===== config.mk =====
export PLATFORM = sky130hd
export DESIGN_NAME = fx2_out_cmd_reader
export DESIGN_NICKNAME = d
export VERILOG_FILES = /design/src/rtl/fx2_out_cmd_reader.sv
export SDC_FILE = /design/constraint.sdc
export NUM_CORES = 1
export LEC_CHECK = 0
export ABC_CLOCK_PERIOD_IN_PS = 2500
export BUFFER_PORTS_ARGS = -buffer_cell sky130_fd_sc_hd__buf_4
export CORE_MARGIN = 5
export CORE_UTILIZATION = 37
export CTS_BUF_LIST = sky130_fd_sc_hd__clkbuf_2
export CTS_CLUSTER_DIAMETER = 200
export DETAILED_ROUTE_END_ITERATION = 6
export GPL_TIMING_DRIVEN = 0
export REMOVE_ABC_BUFFERS = 1
export SLEW_MARGIN = 5
export SYNTH_ARGS = -nofsm -noshare
export SYNTH_HDL_FRONTEND = slang
export SYNTH_SLANG_ARGS = --single-unit

===== constraint.sdc =====
create_clock -name FX2_IFCLK -period 2.5 [get_ports FX2_IFCLK]
set_clock_uncertainty 0.1 [all_clocks]
set_input_delay 0.375 -clock FX2_IFCLK [delete_from_list [all_inputs] [get_ports FX2_IFCLK]]
set_output_delay 0.375 -clock FX2_IFCLK [all_outputs]
set_load 0.005 [all_outputs]

===== src/rtl/fx2_out_cmd_reader.sv =====
// Slave-FIFO command reader: pulls 3-byte write commands (A5, 1000_0aaa, data)
// from FX2 EP4 and applies them to an 8 x 8 configuration register file.
module fx2_out_cmd_reader (
    input  logic       FX2_IFCLK,
    input  logic       MAX2_nRESET,
    input  logic [1:0] MAX2_MODE,
    input  logic       MAX2_FIFO_DIR,
    input  logic [2:0] MAX2_REG_ADDR,
    input  logic [7:0] FX2_FD,
    input  logic       FX2_FLAGC,
    output logic       FX2_SLOE,
    output logic       FX2_SLRD,
    output logic [1:0] FX2_FIFOADDR,
    output logic       CFG_WE,
    output logic [2:0] CFG_ADDR,
    output logic [7:0] CFG_DATA,
    output logic [7:0] REG_RD_DATA,
    output logic       EXT_SOUND_ENABLE,
    output logic [7:0] BAD_CMD_COUNT,
    output logic [1:0] DBG_STATE
);

    // Handshake: FX2_SLRD low for exactly one cycle means FX2_FD is consumed on
    // the closing edge (accept); a new strobe only starts from FX2_SLRD high
    // with FX2_FLAGC set, so strobes are never back to back.
    typedef enum logic [1:0] {
        HUNT   = 2'd0,
        ADDR   = 2'd1,
        DATA   = 2'd2,
        COMMIT = 2'd3
    } state_t;

    state_t     state, state_nxt;
    logic       en;
    logic       accept;
    logic       bad_evt;
    logic       slrd_nxt;
    logic [7:0] tmo, tmo_nxt;
    logic [2:0] addr_q, addr_nxt;
    logic [7:0] data_q, data_nxt;
    logic [7:0] regs [8];

    assign en           = (MAX2_MODE == 2'd0) && MAX2_FIFO_DIR;
    assign FX2_SLOE     = ~en;
    assign FX2_FIFOADDR = 2'b01;
    assign accept       = en && !FX2_SLRD;
    assign DBG_STATE    = state;

    always_comb begin
        state_nxt = state;
        addr_nxt  = addr_q;
        data_nxt  = data_q;
        tmo_nxt   = tmo;
        bad_evt   = 1'b0;
        slrd_nxt  = !(en && (state != COMMIT) && FX2_SLRD && FX2_FLAGC);
        case (state)
            HUNT: begin
                tmo_nxt = 8'd0;
                if (accept && (FX2_FD == 8'hA5)) state_nxt = ADDR;
            end
            ADDR, DATA: begin
                if (!en) begin
                    state_nxt = HUNT;
                    bad_evt   = 1'b1;
                    tmo_nxt   = 8'd0;
                end else if (accept) begin
                    tmo_nxt = 8'd0;
                    if (state == DATA) begin
                        data_nxt  = FX2_FD;
                        state_nxt = COMMIT;
                    end else if (FX2_FD[7] && (FX2_FD[6:3] == 4'd0)) begin
                        addr_nxt  = FX2_FD[2:0];
                        state_nxt = DATA;
                    end else begin
                        state_nxt = HUNT;
                        bad_evt   = 1'b1;
                    end
                end else if (tmo == 8'd254) begin
                    // this edge would take the idle counter to 255
                    state_nxt = HUNT;
                    bad_evt   = 1'b1;
                    tmo_nxt   = 8'd0;
                end else begin
                    tmo_nxt = tmo + 8'd1;
                end
            end
            COMMIT:  state_nxt = HUNT;
            default: state_nxt = HUNT;
        endcase
    end

    always_ff @(posedge FX2_IFCLK or negedge MAX2_nRESET) begin
        if (!MAX2_nRESET) begin
            state         <= HUNT;
            FX2_SLRD      <= 1'b1;
            tmo           <= 8'd0;
            addr_q        <= 3'd0;
            data_q        <= 8'd0;
            CFG_WE        <= 1'b0;
            CFG_ADDR      <= 3'd0;
            CFG_DATA      <= 8'd0;
            BAD_CMD_COUNT <= 8'd0;
        end else begin
            state    <= state_nxt;
            FX2_SLRD <= slrd_nxt;
            tmo      <= tmo_nxt;
            addr_q   <= addr_nxt;
            data_q   <= data_nxt;
            CFG_WE   <= (state == COMMIT);
            if (state == COMMIT) begin
                CFG_ADDR <= addr_q;
                CFG_DATA <= data_q;
            end
            if (bad_evt && (BAD_CMD_COUNT != 8'hFF))
                BAD_CMD_COUNT <= BAD_CMD_COUNT + 8'd1;
        end
    end

    // The register file is written from the CFG_* outputs, so a read during
    // the CFG_WE cycle still returns the old contents.
    always_ff @(posedge FX2_IFCLK or negedge MAX2_nRESET) begin
        if (!MAX2_nRESET) begin
            regs[0] <= 8'h01;
            for (int i = 1; i < 8; i++) regs[i] <= 8'h00;
        end else if (CFG_WE) begin
            regs[CFG_ADDR] <= CFG_DATA;
        end
    end

    assign REG_RD_DATA      = regs[MAX2_REG_ADDR];
    assign EXT_SOUND_ENABLE = regs[0][0];

endmodule

* After elaboration in Yosys (flattened, before gate mapping)
Cells that the tools add are included.
** Cells by class
- Muxes and demuxes :: 23
- $lt $le $gt $ge :: 3
- Equal/unequal tests :: 9
- Reductions and logical operators :: 19
- Add/subtract/negate cells :: 2
- Bitwise logic cells :: 4
** Operators with widths (count)
- bitwise mux 64 bit :: 1
- two-way mux 8 bit :: 6
- binary-select mux 8 bit (select 3 bit) :: 1
- demux 8 bit (select 3 bit) :: 1
- adder 8 x 1 -> 8 bit (second input constant) :: 2
- equality test 8 bit (second input constant) :: 2
- one-hot mux 8 bit (2 select lines) :: 1
- two-way mux 2 bit :: 6
- logical AND 1 bit :: 9
- greater-or-equal comparator 4 bit (second input constant) :: 2
- inequality test 8 bit (second input constant) :: 1
- inverter 3 -> 4 bit :: 2
- two-way mux 1 bit :: 6
- one-hot mux 2 bit (3 select lines) :: 1
- AND reduction 5 bit :: 1
- equality test 2 bit (second input constant) :: 2
- logical NOT 2 bit :: 2
- logical NOT 4 bit :: 1
- < comparator 4 x 1 -> 1 bit (second input constant) :: 1
- inequality test 2 bit (second input constant) :: 2
- inequality test 4 bit (second input constant) :: 1
- AND reduction 4 bit :: 1
- equality test 2 x 1 -> 1 bit (second input constant) :: 1
- logical NOT 1 bit :: 2
- other kinds (4) :: 5
** Word-level totals
- Flip-flop bits (word level) :: 106
- Output and inout port bits :: 35
- Input port bits :: 17

* Longest topological paths before layout
- Word-level depth :: 8
- Gate-level depth with buffers :: 7
- Gate-level depth less buffers :: 7

* Worst setup path after synthesis
Ideal clock, no wire load.
- Path kind :: input-to-output
- From :: input MAX2_REG_ADDR[0]
- To :: output REG_RD_DATA[0]
- Required time :: 2.025 ns
- Buffers on the path :: 2
- Arrival :: 1.689 ns
- Path slack :: 0.336 ns
- Stages on the path :: 4
- Path through :: buf_2 > buf_2 > mux4_2 > mux2_2
** On the way
- Longest elaborated chain between the ends :: 4
** Ends and longest elaborated chain
- from (decl) :: RTL line 8 : input logic [2:0] MAX2_REG_ADDR,
- inverter 3 -> 4 bit (not written as such) :: RTL line 130 : assign REG_RD_DATA = regs[MAX2_REG_ADDR];
- binary-select mux 8 bit (select 3 bit) :: RTL line 130
- two-way mux 8 bit (not written as such) (2 in a row) :: RTL line 130
- to (decl) :: RTL line 17 : output logic [7:0] REG_RD_DATA,
Every way passes these cells. The select of a mux whose other input is x is not followed.

* Worst setup path in the final report
- From :: register regs[3] (netlist bit)
- To :: output REG_RD_DATA[3]
** On the way
- Longest elaborated chain between the ends :: 3
** Ends and longest elaborated chain
- from (decl) :: RTL line 41 : logic [7:0] regs [8];
- binary-select mux 8 bit (select 3 bit) :: RTL line 130
- two-way mux 8 bit (not written as such) (2 in a row) :: RTL line 130
Every way passes these cells. The select of a mux whose other input is x is not followed.

==> impl_metrics.tcl <==
set metrics [dict create \
    setup_violations 0 \
    drt_iter0_drc 123 \
    cts_tree "done" \
    grtUsageTotal_pct 12.8 \
    cts_made_buffers 9 \
    drc 0 \
    ys.flop_type "dfrtp_1" \
    nNetsFinal 409 \
    gp_congestion 0.762 \
    ant_nets 0 \
    overflow 0 \
    clkTransAtPathRegs_ns 0.27 \
    setup_tns_ns 0 \
    wirelength_um 9640 \
    synth_edf_count 0 \
    area_growth_pct 17.1 \
    dpl-instance-area_sq_um 5380 \
    yosys.area.top_type "dfrtp_1" \
    io_pins 52 \
    finalCritPeriodShare_pct 94.2 \
    grt_max_degree 107 \
    wire_per_inst_um 17.2 \
    die_area_sq_um 15500 \
    slew_headroom_pct 37.2 \
    crit_family "multiplexers" \
    clock_sinks 106 \
    start_util_pct 38.1 \
    r2r-end "BAD_CMD_COUNT[1]$_DFFE_PN0P_" \
    yosys-top-cells-area "dfrtp_1 (54%), mux2_2 (22%), mux4_2 (7.4%), ha_1 (2.1%), xnor2_1 (1.3%)" \
    cap_viol_max_count 0 \
    cts-root-buf "clkbuf_2" \
    fp.coreArea_sq_um 12700 \
    finalHoldViolations 0 \
    syn_inst 323 \
    post-route-cell-area_sq_um 5690 \
    crit_required_ns 2.03 \
    core.rowCount 41 \
    synth_top_area_share_pct 53.6 \
    max_freq_ghz 0.425 \
    clk_latency_ns 0.55 \
    cp_data_arrival_time_ns 1.88 \
    worst-slew-pin-transition_ns 0.937 \
    rrSetupSlack_ns 0.38 \
    outcome "completed" \
    finalCriticalPeriod_ns 2.36 \
    routed_via_density 5.03 \
    path_buf_inv 1 \
    layout-drive-gt1-share_pct 49.6 \
    port_buffers 49 \
    multi_input_area_sq_um 2140 \
    r2r_start "DBG_STATE[1]$_DFFE_PN0P_" \
    worstPathCellList "mux4_2 -> mux2_4 -> buf_4" \
    hold_path.class "input pin to asynchronous set/reset pin" \
    max_stage_delay_ns 0.48 \
    ys_async_sr_fraction_pct 100 \
    end_kind "primary output" \
    reg2regPathDepth 5 \
    rsz0062_at_grt "false" \
    synthDistinctLibCells 40 \
    die_w_um 125 \
    final_core_util_pct 44.7 \
    hpwl_um 6410 \
    critical_path.startpoint "regs[3]$_DFFE_PN0P_" \
    firstDrtPassIters 4 \
    p_leak_nw 2.77 \
    crit_end "REG_RD_DATA[3]" \
    crit_fanout 2 \
    grt_pass1_wl_um 15900 \
    power_per_cell_area_nw_per_um2 555 \
    max-clock-path-buffers 2 \
    regArea_sq_um 2660 \
    slew_viol_final 0 \
    yosys_warnings 0 \
    vias 2821 \
    first_global_vias 2962 \
    worst-path-stages 3 \
    ir_drop_mv 0.428 \
    antenna_found_initial 0 \
    htreeDepth 3 \
    diodes 0 \
    ys_ff_latch 106 \
    slowest_stage "mux4_2" \
    cp-start-kind "flop" \
    n_fill_cell 1227 \
    syn-cell-area_sq_um 4850 \
    path_class "flop to primary output" \
    avgSynthCellArea_sq_um 15.0 \
    ys_seq_area_share_pct 54.7 \
    dieHeight_um 125 \
]
[area by class of cell]
class | instances | area share [%]
tap | 172 | 3.79
clock inverter | 5 | 1.39
inverter | 4 | 0.264
sequential | 106 | 46.7
multi-input combinational | 200 | 37.6
timing repair buffer | 63 | 9.33
clock buffer | 11 | 0.968
[power breakdown]
group          switching (W)  internal, W
Combinational       0.000211     0.000221
Clock               0.000532     0.000338
Sequential         0.0000783      0.00178
Total               0.000821      0.00234
[cell families (layout without fill, tap and decap cells)]
| logic type | count (synthesis) | after routing | synth area share (%) |
|---|---|---|---|
| mux | 114 | 114 | 30.1 |
| flops | 106 | 106 | 54.7 |
| simple gates | 49 | 49 | 6.73 |
| compound gates | 18 | 18 | 3.09 |
| buf+inv | 17 | 83 | 1.52 |
| xor+xnor | 9 | 9 | 1.62 |
| fa+ha+maj | 8 | 8 | 2.06 |
| other cells | 2 | 2 | 0.155 |
[layout by cell type, fill, tap and decap left out, drive strengths merged, types with 8 or more instances in the layout]
master / Yosys / layout
dfrtp: 104 / 104
clkbuf: 7 / 11
mux2: 96 / 96
dlygate4sd3: 0 / 12
mux4: 16 / 16
ha: 8 / 8
nand2: 11 / 11
nor2: 8 / 8
buf: 6 / 51
[metrics by stage]
| stage | worst slack (ns) | cells | hold WS, ns | total power (W) |
|---|---|---|---|---|
| 6_report | 0.145 | 561 | 0.0958 | 0.00316 |
| 5_1_grt | 0.000338 | 561 | 0.0168 | 0.00334 |
| 4_1_cts | 0.0789 | 559 | 0.0800 | 0.00321 |
| 3_5_place_dp | 0.327 | 531 | 0.388 | 0.00230 |
| 3_3_place_gp | 0.331 | 531 | 0.382 | 0.00229 |
| 2_1_floorplan | 0.617 | 310 | -0.0206 | 0.00209 |
[layer usage]
layer	GRT usage [%]	up-vias	wire length, um
li1	-	1319	-
met1	17.1	1452	4480
met2	20.7	48	4720
met3	4.42	2	419
met4	1.93	0	25
met5	0	-	0
[how the worst min path moves through the flow]
stage | slack, ns | from | to | cells after the start
5_1_grt | 0.02 | MAX2_nRESET | regs[38]$_DFFE_PN0P_ | 2
6_report | 0.1 | MAX2_nRESET | regs[54]$_DFFE_PN0P_ | 2
3_5_place_dp | 0.39 | data_q[5]$_DFFE_PN0P_ | data_q[5]$_DFFE_PN0P_ | 1
4_1_cts | 0.08 | MAX2_FIFO_DIR | FX2_SLRD$_DFF_PN1_ | 3
2_1_floorplan | -0.02 | MAX2_nRESET | BAD_CMD_COUNT[0]$_DFFE_PN0P_ | 0
3_3_place_gp | 0.38 | data_q[5]$_DFFE_PN0P_ | data_q[5]$_DFFE_PN0P_ | 1
[what timing repair did]
action,4_1_cts,5_1_grt
hold buffers,12,0
hold endpoints to repair,64,0
resized for setup,0,4
buffers inserted,0,1
setup endpoints to repair,0,4
[worst register-to-register path: cells and delay by family, from the launching register on]
kind,cells,cell delay [ns]
buffers and inverters,1,0.09
adder cells (fa/ha/maj),1,0.40
multiplexers,1,0.38
flip-flops,1,0.53
AO/OA/AOI/OAI,2,0.55
[cell usage after synthesis (3+ instances only)]
master,count
mux4_2,16
xnor2_1,7
o21ai_0,5
nor2_1,8
dfrtp_1,104
nand2_1,11
nand4_1,6
ha_1,8
clkbuf_1,7
nand3_1,5
nand4b_1,5
o31ai_1,3
mux2_2,96
inv_1,4
[flip-flops by register name, summed over array words and instances, names as in the netlist, 2 cells and up]
register	flops
CFG_ADDR	3
CFG_DATA	8
data_q	8
DBG_STATE	2
regs	63
tmo	8
BAD_CMD_COUNT	8
addr_q	3
(Power assumes the default switching activity.)
